`config.mk`:
```
export PLATFORM = sky130hd
export DESIGN_NAME = bram_fifo_ctrl
export DESIGN_NICKNAME = d
export VERILOG_FILES = /design/src/rtl/bram_fifo_pkg.sv /design/src/rtl/bram_fifo_skid.sv /design/src/rtl/bram_fifo_ctrl.sv
export SDC_FILE = /design/constraint.sdc
export NUM_CORES = 1
export LEC_CHECK = 0
export ABC_AREA = 1
export ABC_CLOCK_PERIOD_IN_PS = 3700
export BUFFER_PORTS_ARGS = -buffer_cell sky130_fd_sc_hd__buf_4
export CORE_MARGIN = 2
export CORE_UTILIZATION = 53
export CTS_CLUSTER_SIZE = 8
export DETAILED_ROUTE_END_ITERATION = 10
export GPL_TIMING_DRIVEN = 1
export PLACE_DENSITY = 0.82
export SYNTH_ARGS = -nofsm -noshare
export SYNTH_HDL_FRONTEND = slang
export SYNTH_SLANG_ARGS = --single-unit
```
`constraint.sdc`:
```
create_clock -name clk -period 3.7 [get_ports clk]
set_clock_uncertainty 0.2 [all_clocks]
set_input_delay 0.37 -clock clk [delete_from_list [all_inputs] [get_ports clk]]
set_output_delay 0.37 -clock clk [all_outputs]
set_load 0.01 [all_outputs]
```
`src/rtl/bram_fifo_pkg.sv`:
```
// Shared constants for the BlockRAM_1KB FIFO controller: sideband bit positions,
// width-mode encodings and FIFO geometry.
package bram_fifo_pkg;
  localparam int DEPTH = 512;
  localparam int PTR_W = 10;

  localparam int WR_EN_BIT  = 20;
  localparam int WR_TOP_LSB = 16;
  localparam int RD_TOP_LSB = 24;

  localparam logic [1:0] WIDTH_32 = 2'd0;
  localparam logic [1:0] WIDTH_16 = 2'd1;
  localparam logic [1:0] WIDTH_8  = 2'd2;

  // Tile configuration word {C5, C4, rd width, wr width}; C4=0 means per-write enable.
  function automatic logic [5:0] make_cfg(input logic reg_out);
    return {reg_out, 1'b0, WIDTH_16, WIDTH_16};
  endfunction
endpackage

```
`src/rtl/bram_fifo_skid.sv`:
```
// Small register FIFO that holds words already read from the tile, so the head
// of the FIFO is always available to the consumer without RAM latency.
module bram_fifo_skid
  import bram_fifo_pkg::*;
#(
  parameter int SKID_DEPTH = 3,
  parameter int CNT_W      = $clog2(SKID_DEPTH + 1)
) (
  input  logic             clk,
  input  logic             rst,
  input  logic             clr,
  input  logic             push,
  input  logic [15:0]      push_data,
  input  logic             pop,
  output logic [15:0]      head_data,
  output logic             head_valid,
  output logic [CNT_W-1:0] cnt
);
  localparam int IDX_W = (SKID_DEPTH > 1) ? $clog2(SKID_DEPTH) : 1;
  localparam logic [IDX_W-1:0] LAST_IDX = IDX_W'(SKID_DEPTH - 1);

  logic [15:0]      mem_reg [SKID_DEPTH];
  logic [IDX_W-1:0] wr_idx_reg;
  logic [IDX_W-1:0] rd_idx_reg;
  logic [CNT_W-1:0] cnt_reg;

  always_ff @(posedge clk or posedge rst) begin
    if (rst) begin
      wr_idx_reg <= '0;
      rd_idx_reg <= '0;
      cnt_reg    <= '0;
    end else if (clr) begin
      wr_idx_reg <= '0;
      rd_idx_reg <= '0;
      cnt_reg    <= '0;
    end else begin
      if (push)
        wr_idx_reg <= (wr_idx_reg == LAST_IDX) ? '0 : wr_idx_reg + 1'b1;
      if (pop)
        rd_idx_reg <= (rd_idx_reg == LAST_IDX) ? '0 : rd_idx_reg + 1'b1;
      case ({push, pop})
        2'b10:   cnt_reg <= cnt_reg + 1'b1;
        2'b01:   cnt_reg <= cnt_reg - 1'b1;
        default: cnt_reg <= cnt_reg;
      endcase
    end
  end

  // Data storage needs no reset; occupancy is tracked by cnt_reg alone.
  for (genvar gi = 0; gi < SKID_DEPTH; gi++) begin : g_entry
    always_ff @(posedge clk) begin
      if (push && !clr && (wr_idx_reg == IDX_W'(gi)))
        mem_reg[gi] <= push_data;
    end
  end

  assign head_data  = mem_reg[rd_idx_reg];
  assign head_valid = (cnt_reg != '0);
  assign cnt        = cnt_reg;
endmodule

```
`src/rtl/bram_fifo_ctrl.sv`:
```
// First-word-fall-through 512x16 FIFO built on one BlockRAM_1KB tile plus a skid buffer.
// Optional macro BRAM_FIFO_THRESH_EN adds registered almost_full / almost_empty outputs.
module bram_fifo_ctrl
  import bram_fifo_pkg::*;
#(
  parameter int REG_OUT       = 0,
  parameter int SKID_DEPTH    = 3,
  parameter int AFULL_THRESH  = 496,
  parameter int AEMPTY_THRESH = 16
) (
  input  logic        clk,
  input  logic        rst,
  input  logic        flush,
  input  logic [15:0] in_data,
  input  logic        in_valid,
  output logic        in_ready,
  output logic [15:0] out_data,
  output logic        out_valid,
  input  logic        out_ready,
  output logic [9:0]  count,
  output logic [7:0]  bram_wr_addr,
  output logic [31:0] bram_wr_data,
  output logic [7:0]  bram_rd_addr,
  input  logic [31:0] bram_rd_data,
  output logic [5:0]  bram_cfg
`ifdef BRAM_FIFO_THRESH_EN
  ,
  output logic        almost_full,
  output logic        almost_empty
`endif
);
  localparam int L     = 1 + REG_OUT;
  localparam int CNT_W = $clog2(SKID_DEPTH + 1);
  localparam logic [CNT_W:0] SKID_LIM = (CNT_W + 1)'(SKID_DEPTH);

  logic [PTR_W-1:0] wp_reg;
  logic [PTR_W-1:0] rp_reg;
  logic [PTR_W-1:0] bram_cnt;
  logic [L-1:0]     pipe_reg;
  logic [CNT_W-1:0] skid_cnt;
  logic [CNT_W-1:0] inflight;
  logic             full;
  logic             push;
  logic             pop;
  logic             issue;
  logic             skid_room;
  logic             unused_rd_hi;

  assign bram_cnt = wp_reg - rp_reg;
  assign full     = (bram_cnt == PTR_W'(DEPTH));
  assign in_ready = !full && !rst;
  assign push     = in_valid && in_ready && !flush;
  assign pop      = out_valid && out_ready && !flush;

  always_comb begin
    inflight = '0;
    for (int i = 0; i < L; i++)
      inflight = inflight + CNT_W'(pipe_reg[i]);
  end

  // Reads are only issued when the skid is guaranteed a slot on arrival.
  assign skid_room = ({1'b0, skid_cnt} + {1'b0, inflight}) < SKID_LIM;
  assign issue     = (bram_cnt != '0) && skid_room && !flush;

  always_ff @(posedge clk or posedge rst) begin
    if (rst) begin
      wp_reg <= '0;
      rp_reg <= '0;
    end else if (flush) begin
      wp_reg <= '0;
      rp_reg <= '0;
    end else begin
      if (push)
        wp_reg <= wp_reg + 1'b1;
      if (issue)
        rp_reg <= rp_reg + 1'b1;
    end
  end

  // Valid shift register tracking reads inside the tile's L-cycle pipeline.
  for (genvar gi = 0; gi < L; gi++) begin : g_pipe
    if (gi == 0) begin : g_head
      always_ff @(posedge clk or posedge rst) begin
        if (rst)
          pipe_reg[gi] <= 1'b0;
        else if (flush)
          pipe_reg[gi] <= 1'b0;
        else
          pipe_reg[gi] <= issue;
      end
    end else begin : g_tail
      always_ff @(posedge clk or posedge rst) begin
        if (rst)
          pipe_reg[gi] <= 1'b0;
        else if (flush)
          pipe_reg[gi] <= 1'b0;
        else
          pipe_reg[gi] <= pipe_reg[gi-1];
      end
    end
  end

  bram_fifo_skid #(
    .SKID_DEPTH(SKID_DEPTH),
    .CNT_W     (CNT_W)
  ) u_skid (
    .clk       (clk),
    .rst       (rst),
    .clr       (flush),
    .push      (pipe_reg[L-1]),
    .push_data (bram_rd_data[15:0]),
    .pop       (pop),
    .head_data (out_data),
    .head_valid(out_valid),
    .cnt       (skid_cnt)
  );

  assign unused_rd_hi = ^bram_rd_data[31:16];

  // The tile registers its read half-select every edge, so rp[8] is always driven.
  always_comb begin
    bram_wr_data             = '0;
    bram_wr_data[15:0]       = in_data;
    bram_wr_data[WR_TOP_LSB] = wp_reg[8];
    bram_wr_data[WR_EN_BIT]  = push;
    bram_wr_data[RD_TOP_LSB] = rp_reg[8];
  end

  assign bram_wr_addr = wp_reg[7:0];
  assign bram_rd_addr = rp_reg[7:0];
  assign bram_cfg     = make_cfg(REG_OUT != 0);
  assign count        = bram_cnt + 10'(skid_cnt) + 10'(inflight);

`ifdef BRAM_FIFO_THRESH_EN
  logic [9:0] count_next;

  // Occupancy only changes through push and pop; internal moves preserve it.
  assign count_next = flush ? 10'd0 : count + 10'(push) - 10'(pop);

  always_ff @(posedge clk or posedge rst) begin
    if (rst) begin
      almost_full  <= 1'b0;
      almost_empty <= 1'b0;
    end else begin
      almost_full  <= (count_next >= 10'(AFULL_THRESH));
      almost_empty <= (count_next <= 10'(AEMPTY_THRESH));
    end
  end
`endif
endmodule

```
* Yosys cells after proc, flatten, opt, wreduce, memory -nomap -nowiden *
Memories as Yosys holds them, arrays and structs flattened.
Cells that the tools add are included.

cells by class
  $lt $le $gt $ge = 1
  reduce and logical (&&, ||, !) cells = 24
  eq/ne operators = 6
  shifts and indexed selects = 0
  mux-type cells = 25
  add/sub/neg operators = 10
  div/mod/pow operators = 0
  multiply operators = 0
  bitwise gates (word level) = 0

operators with widths
  operator                                              number
  two-way mux 10 bit                                    4
  two-way mux 16 bit                                    2
  OR reduction 16 bit                                   2
  adder 10 x 1 -> 10 bit (second input constant)        2
  two-way mux 2 bit                                     9
  logical AND 1 bit                                     11
  adder 10 x 1 -> 10 bit                                1
  adder 10 x 2 -> 10 bit                                1
  equality test 10 bit (second input constant)          1
  nonzero test 10 bit                                   1
  nonzero test 2 bit                                    5
  subtractor 10 bit                                     1
  two-way mux 1 bit                                     9
  adder 2 x 1 -> 2 bit (second input constant)          3
  equality test 2 bit (second input constant)           3
  equality test 2 x 1 -> 1 bit (second input constant)  2
  case mux 2 bit (2 select lines)                       1
  adder 2 x 1 -> 3 bit                                  1
  zero test 1 bit                                       3
  < comparator 3 x 2 -> 1 bit (second input constant)   1
  nonzero test 3 bit                                    1
  zero test 2 bit                                       1
  subtractor 2 x 1 -> 2 bit (second input constant)     1

word-level totals
  output and inout port bits = 82
  bits in registers = 27
  RAM bits = 48
  input bits = 53
  ROM bits = 0
  latch bits = 0
  memories kept = 1
  logic and storage cells = 73

memory list
  name            depth  width  rd ports  clocked after Yosys merged registers in  write ports  line                  source
  u_skid.mem_reg  3      16     1         0                                        1            bram_fifo_skid.sv:22  logic [15:0] mem_reg [SKID_DEPTH];

* Depth between registers and ports, before layout *
Gate-level depths: netlist of the first run.

  word-level depth = 8
  gate-level depth with buffers = 16
  depth with buffers taken out = 16

* By module *
A second synthesis of the first run with hierarchy kept.

unflattened totals
  cell total of the unflattened synthesis = 537
  area total of the unflattened synthesis = 4,645.7 um^2

by module, submodules not included
  module          times used  cells an instance  sequential area each (um^2)  area each (um^2)
  bram_fifo_ctrl  1           376                525.5                        2,517.4
  bram_fifo_skid  1           161                1,591.5                      2,128.3

* Worst setup path after synthesis of the first run *
OpenSTA, ideal clock, no wires.

  kind = register to output
  start point = reg wp_reg[0]
  end point = out count[8]
  buffers on the path = 0
  data arrival time = 2.499 ns
  slack = 0.631 ns
  cell stages (with the launch flop) = 10
  required time = 3.130 ns
  path through = dfrtp_1 -> inv_1 -> ha_1 -> fa_1 -> fa_1 -> nor2_1 -> nand2_1 -> nor3b_1 -> nand4_1 -> xor2_1

between the ends
  longest elaborated chain between the ends = 3

RTL lines
  what                    line                   source
  from (decl)             bram_fifo_ctrl.sv:36   logic [PTR_W-1:0] wp_reg;
  from (signal assigned)  bram_fifo_ctrl.sv:74   wp_reg <= wp_reg + 1'b1;
  subtractor 10 bit       bram_fifo_ctrl.sv:49   assign bram_cnt = wp_reg - rp_reg;
  adder 10 x 2 -> 10 bit  bram_fifo_ctrl.sv:132  assign count = bram_cnt + 10'(skid_cnt) + 10'(inflight);
  adder 10 x 1 -> 10 bit  bram_fifo_ctrl.sv:132
  to (decl)               bram_fifo_ctrl.sv:20   output logic [9:0] count,

No other way between the ends.

* Final worst setup path of the first run *
  start point = reg wp_reg[1]
  end point = out count[9]

Same word-level chain as after synthesis.

==> qor.yml, run 1 <==
outcome: "completed"
internal-power_w: 0.00201
powerDensity_mw_per_mm2: 646
yosys.area_share.simple_pct: 27.4
ys_types: 36
min_period_ns: 3.52
maxCapViolCount: 0
grt_pass1_wl_mm: 15.9
yosysTopAreaCell: "edfxtp_1"
area_growth_pct: 14.0
cp-start-kind: "flip-flop"
async_flop_share_pct: 36.0
synth_warnings: 0
hp-start: "bram_rd_data[5]"
core-area_mm2: 0.00859
setup_viol_count_final: 0
vias_per_cell: 5.11
crit_fanout: 7
r2r_cells: 13
dp_hpwl_mm: 6.61
path_class: "reg -> out"
whs_endpoint: "u_skid.mem_reg[0][5]"
vdd_drop_max_uv: 382
nets: 637
cts_tree: "built"
grt_util_all_layers_pct: 20.7
fill_cells: 709
clock_sinks: 75
holdPathStages: 1
ys_seq_area_share_pct: 45.7
fin_ws_ns: 0.184
portBuffers: 67
antenna_found_initial: 0
ys_seq_elements: 75
die_w_um: 97.5
drc_errors: 0
cts_buffers: 9
fmax_mhz: 284
cts_buffer_depth: 2
ant_nets: 0
post-synth-top-count-cell: "nand2_1"
finalHoldViolCount: 0
clk_pin_slew_ns: 0.09
drive_gt1_share_pct: 22.2
swShare_pct: 41.3
cp-end-kind: "primary output"
synth-compound-area-share_pct: 1.86
p_leak_nw: 2.55
maxSlewViolCount: 0
drt_wl_total_mm: 9.55
dr.pass1.iters: 6
start_util_pct: 53.9
synth_mux_area_share_pct: 0
hold_class: "in -> reg"
rows: 34
grt_pass1_vias: 3523
worst_pin_slew_ns: 1.21
fp.dieArea_mm2: 0.00951
synth_top_area_share_pct: 31.1
ys.flop_type: "edfxtp_1"
clk_latency_ns: 0.35
vias: 3469
synth_edf_count: 48
synth_fa_ha_area_share_pct: 5.34
syn_avg_cell_area_um2: 9.00
required_ns: 3.13
htreeDepth: 3
synth_top_family_by_area: "simple AND/OR/NAND/NOR gates"
p_seq_share_pct: 31.7
fin_area_mm2: 0.00529
grt_setup_unrepaired: "false"
synth_area_leaders: "edfxtp_1 (31%), dfrtp_1 (15%), nand2_1 (11%), buf_4 (8.7%), nand3_1 (5.4%)"
placed_area_mm2: 0.00492
combPwrFrac_pct: 48.1
dp_slack_ns: 0.304
grt_max_degree: 36
diodes: 0
synth_cells: 515
clock_power_share_pct: 20.2
drt_iter0_markers: 193
mappedNetlistArea_mm2: 0.00464
crit_arrival_ns: 2.95
reg2reg_slack_ns: 0.96
routedWlPerCell_um: 14.1
worst_slew_margin_rel_pct: 18.7
cts-root-buf: "clkbuf_8"
ys_top_cells_by_count: "nand2_1 (133), buf_4 (54), inv_1 (51), nand3_1 (50), edfxtp_1 (48)"
synth-xor-area-share_pct: 5.26
r2r_start: "wp_reg[1]"
grt-ovfl-total: 0
reg2reg_to: "wp_reg[0]"
die_h_um: 97.5
gp_congestion: 0.848
largest_reg_flops: 48
ioPinCount: 135
fin_crit_sh_pct: 95.0
switching_power_w: 0.00141
tns_ns: 0
-- cell type report --
cell class,count,area (µm²),area share (%)
Timing Repair Buffer,86,673,12.7
Tap cell,108,135,2.56
Multi-Input combinational cell,339,1940,36.6
Sequential cell,75,2120,40.1
Clock inverter,7,92.6,1.75
Inverter,55,206,3.91
Clock buffer,9,124,2.34
-- worst max-delay path by stage --
stage,start,endpoint,cells after the start
floorplan,wp_reg[0],count[8],9
global placement,wp_reg[0],count[8],10
detailed placement,wp_reg[0],count[8],10
CTS,wp_reg[0],count[8],10
global route,wp_reg[1],count[9],12
finish,wp_reg[1],count[9],12
-- metrics by stage --
stage | total power, W | instances | utilization, % | hold WS [ns]
2_1_floorplan | 0.00216 | 532 | - | 0.254
3_3_place_gp | 0.00266 | 649 | 57.3 | 0.278
3_5_place_dp | 0.00270 | 649 | 57.3 | 0.286
4_1_cts | 0.00340 | 675 | 61.0 | 0.000946
6_report | 0.00342 | 679 | 61.5 | 0.0116
5_1_grt | 0.00364 | 679 | 61.5 | 0.00339
-- placed cells by master, fill, tap and decap left out, drive strengths merged, types with 11 or more instances in the layout --
cell type,n
inv,58
xor2,23
nand2,145
conb,19
dlygate4sd3,11
nand4,14
dfrtp,27
buf,75
nand3,61
nor2,28
ha,15
edfxtp,48
-- layer usage --
metal	vias to the layer above	GRT usage, %	wire, µm
met4	0	8.23	187
li1	1710	-	-
met3	21	4.32	627
met5	-	0	0
met1	1599	25.2	3800
met2	139	36.0	4940
-- power groups by stage --
stage | sequential [W] | clock, W | combinational [W]
2_1_floorplan | 0.00107 | 0 | 0.00108
3_3_place_gp | 0.00110 | 0 | 0.00156
3_5_place_dp | 0.00110 | 0 | 0.00160
4_1_cts | 0.00109 | 0.000697 | 0.00162
5_1_grt | 0.00109 | 0.000725 | 0.00183
6_report | 0.00108 | 0.000690 | 0.00164
-- cell families (layout without fill, tap and decap cells) --
group	Yosys count	in the layout
fa+ha+maj	18	18
other cells	2	19
flops	75	75
compound gates	16	16
xor+xnor	27	27
simple gates	259	259
buf+inv	118	157
-- critical path, stage by stage (launching register included) --
cell and delay (ns):
dfrtp_1 0.53, inv_1 0.12, fa_2 0.62, inv_1 0.05, ha_1 0.27, a21oi_1 0.06
nor2_1 0.15, nand3_1 0.13, nor2_1 0.12, nand2_1 0.10, nor3_2 0.14, xor2_1 0.17
buf_4 0.14
-- timing repair --
item / in CTS / in global routing
buffers inserted: 0 / 3
resized for setup: 2 / 3
endpoints found under the setup margin: 2 / 2
hold endpoints to repair: 48 / 3
cloned: 0 / 0
hold buffers: 10 / 1
Note: power is estimated with default switching activity, not from simulation.
==> run 2, diff against run 1 <==
ABC_AREA = not set   (was 1)
CORE_UTILIZATION = 52   (was 53)
==> qor.yml, run 2 <==
die_w_um: 95.9
swShare_pct: 31.5
crit_fanout: 6
vias: 3226
min_period_ns: 3.62
htreeDepth: 3
routedWlPerCell_um: 15.7
path_class: "reg -> out"
drive_gt1_share_pct: 26.7
cp-start-kind: "flip-flop"
final_common_cell: "buf_4"
grt_util_all_layers_pct: 19.9
ant_nets: 0
mappedNetlistArea_mm2: 0.00439
maxSlewViolCount: 0
ys.flop_type: "edfxtp_1"
grt_setup_unrepaired: "true"
ys_seq_area_share_pct: 48.2
drt_wl_total_mm: 9.26
crit_arrival_ns: 3.05
ys_types: 50
rows: 33
async_flop_share_pct: 36.0
dp_hpwl_mm: 6.18
maxCapViolCount: 0
cts_buffers: 9
fmax_mhz: 276
cp-end-kind: "primary output"
switching_power_w: 0.000684
p_leak_nw: 2.10
antenna_found_initial: 0
synth_top_area_share_pct: 32.8
fin_crit_sh_pct: 97.8
setup_viol_count_final: 0
internal-power_w: 0.00149
whs_ns: 0.0178
ys_top_cells_by_count: "buf_4 (54), edfxtp_1 (48), nand2_1 (38), nor2_1 (28), dfrtp_1 (27)"
fp.dieArea_mm2: 0.00920
clock_sinks: 75
start_util_pct: 53.5
synth_cells: 424
ys_seq_elements: 75
clk_pin_slew_ns: 0.08
clk_latency_ns: 0.34
gp_congestion: 0.873
outcome: "completed"
worst_pin_slew_ns: 1.05
post-synth-top-count-cell: "buf_4"
nets: 549
worst_slew_margin_rel_pct: 30.0
synth_area_leaders: "edfxtp_1 (33%), dfrtp_1 (15%), buf_4 (9.2%), ha_1 (4.3%), mux2i_1 (3.9%)"
finalHoldViolCount: 0
diodes: 0
holdPathStages: 1
hold_class: "in -> reg"
p_seq_share_pct: 44.0
combPwrFrac_pct: 28.9
grt_pass1_vias: 3013
vdd_drop_max_uv: 393
place_inst: 556
drt_iter0_markers: 176
largest_reg_flops: 48
grt-ovfl-total: 0
stdcell_count: 588
area_growth_pct: 17.3
ioPinCount: 135
required_ns: 3.13
grt_max_degree: 38
tns_ns: 0
drc_errors: 0
vias_per_cell: 5.49
powerDensity_mw_per_mm2: 422
synth_edf_count: 48
synth_warnings: 0
cts_tree: "built"
r2r_cells: 11
portBuffers: 67
syn_avg_cell_area_um2: 10.4
core-area_mm2: 0.00822
dr.pass1.iters: 4
clock_power_share_pct: 27.1
grt_pass1_wl_mm: 13.8
final_cell_mix: "buf_4 (84), edfxtp_1 (48), nand2_1 (38)"
cts_buffer_depth: 2
die_h_um: 95.9
cts-root-buf: "clkbuf_8"
yosysTopAreaCell: "edfxtp_1"
==> run 2: logic make-up after synthesis <==
group                    after synthesis  synth area share, %
adder cells (fa/ha/maj)               18                 5.64
other                                  2                0.171
flip-flops                            75                 48.2
AO/OA/AOI/OAI                         73                 10.1
XOR/XNOR                              18                 3.76
AND/OR/NAND/NOR                      127                 14.4
buffers and inverters                 89                 12.4
multiplexers                          22                 5.24
==> run 2: power groups by stage <==
stage          combinational [W]  sequential [W]  clock, W
2_1_floorplan           0.000366        0.000963         0
3_3_place_gp            0.000532        0.000969         0
3_5_place_dp            0.000545        0.000972         0
4_1_cts                 0.000607        0.000954  0.000603
5_1_grt                 0.000679        0.000958  0.000638
6_report                0.000628        0.000955  0.000589
==> run 2: final timing paths <==
| check | start | to | slack [ns] |
|---|---|---|---|
| setup / recovery | rp_reg[3] | bram_wr_data[20] | 0.08 |
| hold / removal | bram_rd_data[10] | u_skid.mem_reg[1][10] | 0.02 |
| setup reg to reg | rp_reg[0] | rp_reg[7] | 0.29 |
| hold reg to reg | u_skid.wr_idx_reg[1] | u_skid.wr_idx_reg[1] | 0.37 |
| max in group asynchronous | rst | rp_reg[9] | 2.55 |
| min in group asynchronous | rst | wp_reg[2] | 0.47 |
==> run 2: final cells by class <==
type,instances,area (µm²)
repair buffers,94,731
clock inverters,7,65.1
clock buffers,9,124
multi-input cells,277,1910
flip-flops and latches,75,2120
well taps,105,131
fillers,636,3060
inverters,21,78.8
==> run 2: what timing repair did <==
action,CTS,global route
setup buffers,5,1
endpoints found under the setup margin,2,4
hold buffers,3,7
pin swaps,7,3
hold endpoints to repair,33,20
resized for setup,14,6
==> run 2: stage by stage <==
| stage | cell area [µm²] | worst slack, ns | power, W | utilization [%] |
|---|---|---|---|---|
| after floorplan | 4460 | 0.129 | 0.00133 | - |
| after global placement | 4720 | 0.155 | 0.00150 | 57.4 |
| after detailed placement | 4720 | 0.0852 | 0.00152 | 57.4 |
| after CTS | 5050 | -0.0368 | 0.00216 | 61.4 |
| after global routing | 5150 | -0.0181 | 0.00228 | 62.7 |
| final | 5150 | 0.0811 | 0.00217 | 62.7 |
==> run 2: routing by layer <==
| layer | track usage, % | share of wire, % |
|---|---|---|
| met5 | 0 | 0 |
| met4 | 8.81 | 1.7 |
| met3 | 4.46 | 5.7 |
| met2 | 32.2 | 50 |
| met1 | 25.6 | 43 |
==> run 2: critical path: stages, from the launching register on <==
cell and delay, ns:
dfrtp_1 0.44, inv_1 0.11, ha_1 0.38, nor2_2 0.25, a21oi_4 0.06, xor2_2 0.17
or3_4 0.40, or4_4 0.45, o31ai_4 0.22, nor2_1 0.07, buf_4 0.16
==> run 3, diff against run 2 <==
ABC_AREA = 1   (was not set)
CORE_ASPECT_RATIO = 2   (was not set)
CORE_UTILIZATION = 53   (was 52)
==> qor.yml, run 3 (synthesis results as in run 1) <==
outcome: "completed"
antenna_found_initial: 0
combPwrFrac_pct: 47.1
vias_per_cell: 5.26
p_leak_nw: 2.54
dp_hpwl_mm: 7.54
clock_power_share_pct: 22.2
reg2reg_slack_ns: 0.99
internal-power_w: 0.00212
die_h_um: 136
final_common_cell: "nand2_1"
switching_power_w: 0.00138
vdd_drop_max_uv: 554
fin_crit_sh_pct: 94.6
routedWlPerCell_um: 15.0
grt_util_all_layers_pct: 21.6
stdcell_count: 663
crit_fanout: 3
drt_wl_total_mm: 9.92
worst_slew_margin_rel_pct: 19.2
vias: 3489
r2r_cells: 14
clk_pin_slew_ns: 0.06
die_w_um: 70.1
place_inst: 644
whs_ns: 0.0350
holdPathStages: 1
drc_errors: 0
dr.pass1.iters: 5
tns_ns: 0
required_ns: 3.13
portBuffers: 67
drive_gt1_share_pct: 22.6
ioPinCount: 135
grt_max_degree: 35
whs_endpoint: "u_skid.mem_reg[2][11]"
final_cell_mix: "nand2_1 (132), buf_4 (77), inv_1 (51)"
area_growth_pct: 13.1
cts_buffer_depth: 2
drt_iter0_markers: 117
start_util_pct: 54.0
powerDensity_mw_per_mm2: 667
grt-ovfl-total: 0
cp-end-kind: "primary output"
nets: 629
p_seq_share_pct: 30.7
largest_reg_flops: 48
clock_sinks: 75
grt_pass1_vias: 3542
ant_nets: 0
path_class: "reg -> out"
crit_arrival_ns: 2.93
grt_setup_unrepaired: "false"
rows: 48
cts_buffers: 9
swShare_pct: 39.4
cts_tree: "built"
reg2reg_to: "wp_reg[1]"
hold_class: "in -> reg"
hp-start: "bram_rd_data[11]"
core-area_mm2: 0.00859
fp.dieArea_mm2: 0.00956
worst_pin_slew_ns: 1.21
fmax_mhz: 286
finalHoldViolCount: 0
setup_viol_count_final: 0
cts-root-buf: "clkbuf_16"
clk_latency_ns: 0.33
min_period_ns: 3.50
maxCapViolCount: 0
r2r_start: "wp_reg[0]"
grt_pass1_wl_mm: 16.1
cp-start-kind: "flip-flop"
gp_congestion: 0.880
htreeDepth: 3
diodes: 0
maxSlewViolCount: 0
run 3: worst max-delay path, cell delays in order, from the launching register on:
cell and delay [ns]:
dfrtp_1 0.35, inv_1 0.09, ha_1 0.23, fa_2 0.57
inv_1 0.05, ha_1 0.27, a21oi_1 0.06, nor2_1 0.18
nand3_1 0.15, nor2_2 0.16, nand2_2 0.08, nor3_2 0.12
xor2_1 0.15, buf_4 0.13
run 3: layer usage:
layer	global-route usage, %	up-vias	share of wire (%)
met3	4.37	26	4.5
met5	0	-	0
met2	41.7	117	57
met4	12.7	0	4.1
met1	20.3	1649	34
li1	-	1697	-
run 3: power groups by stage:
stage / Sequential (W) / Combinational [W] / Clock [W]
finish: 0.00107 / 0.00165 / 0.000775
global route: 0.00109 / 0.00184 / 0.000820
CTS: 0.00108 / 0.00164 / 0.000786
detailed placement: 0.00110 / 0.00163 / 0
global placement: 0.00109 / 0.00160 / 0
floorplan: 0.00107 / 0.00108 / 0
run 3: worst max path at each step:
stage	startpoint	to	slack [ns]	cells past startpoint
2_1_floorplan	wp_reg[0]	count[8]	0.63	9
4_1_cts	rp_reg[0]	count[9]	0.01	12
6_report	wp_reg[0]	count[9]	0.20	13
5_1_grt	wp_reg[0]	count[9]	0.009	13
3_5_place_dp	rp_reg[0]	count[9]	0.39	12
3_3_place_gp	rp_reg[0]	count[9]	0.37	12
run 3: what timing repair did:
item | CTS | global route
setup endpoints to repair | 0 | 2
buffers inserted | 0 | 2
hold buffers | 1 | 0
resized for setup | 0 | 5
hold endpoints to repair | 27 | 0
run 3: metrics by stage:
step	instance area [µm²]	total power (W)	worst slack [ns]	util, %
global placement	4930	0.00269	0.366	57.5
global route	5240	0.00374	0.00922	61.1
detailed placement	4930	0.00273	0.387	57.5
CTS	5220	0.00351	0.0145	60.7
finish	5240	0.00350	0.200	61.1
floorplan	4700	0.00216	0.631	-
run 3: cell type report:
| type | instances | area, µm² |
|---|---|---|
| Sequential cell | 75 | 2120 |
| Clock buffer | 9 | 225 |
| Fill cell | 723 | 3340 |
| Timing Repair Buffer | 78 | 588 |
| Tap cell | 100 | 125 |
| Multi-Input combinational cell | 339 | 1940 |
| Clock inverter | 7 | 45.0 |
| Inverter | 55 | 206 |
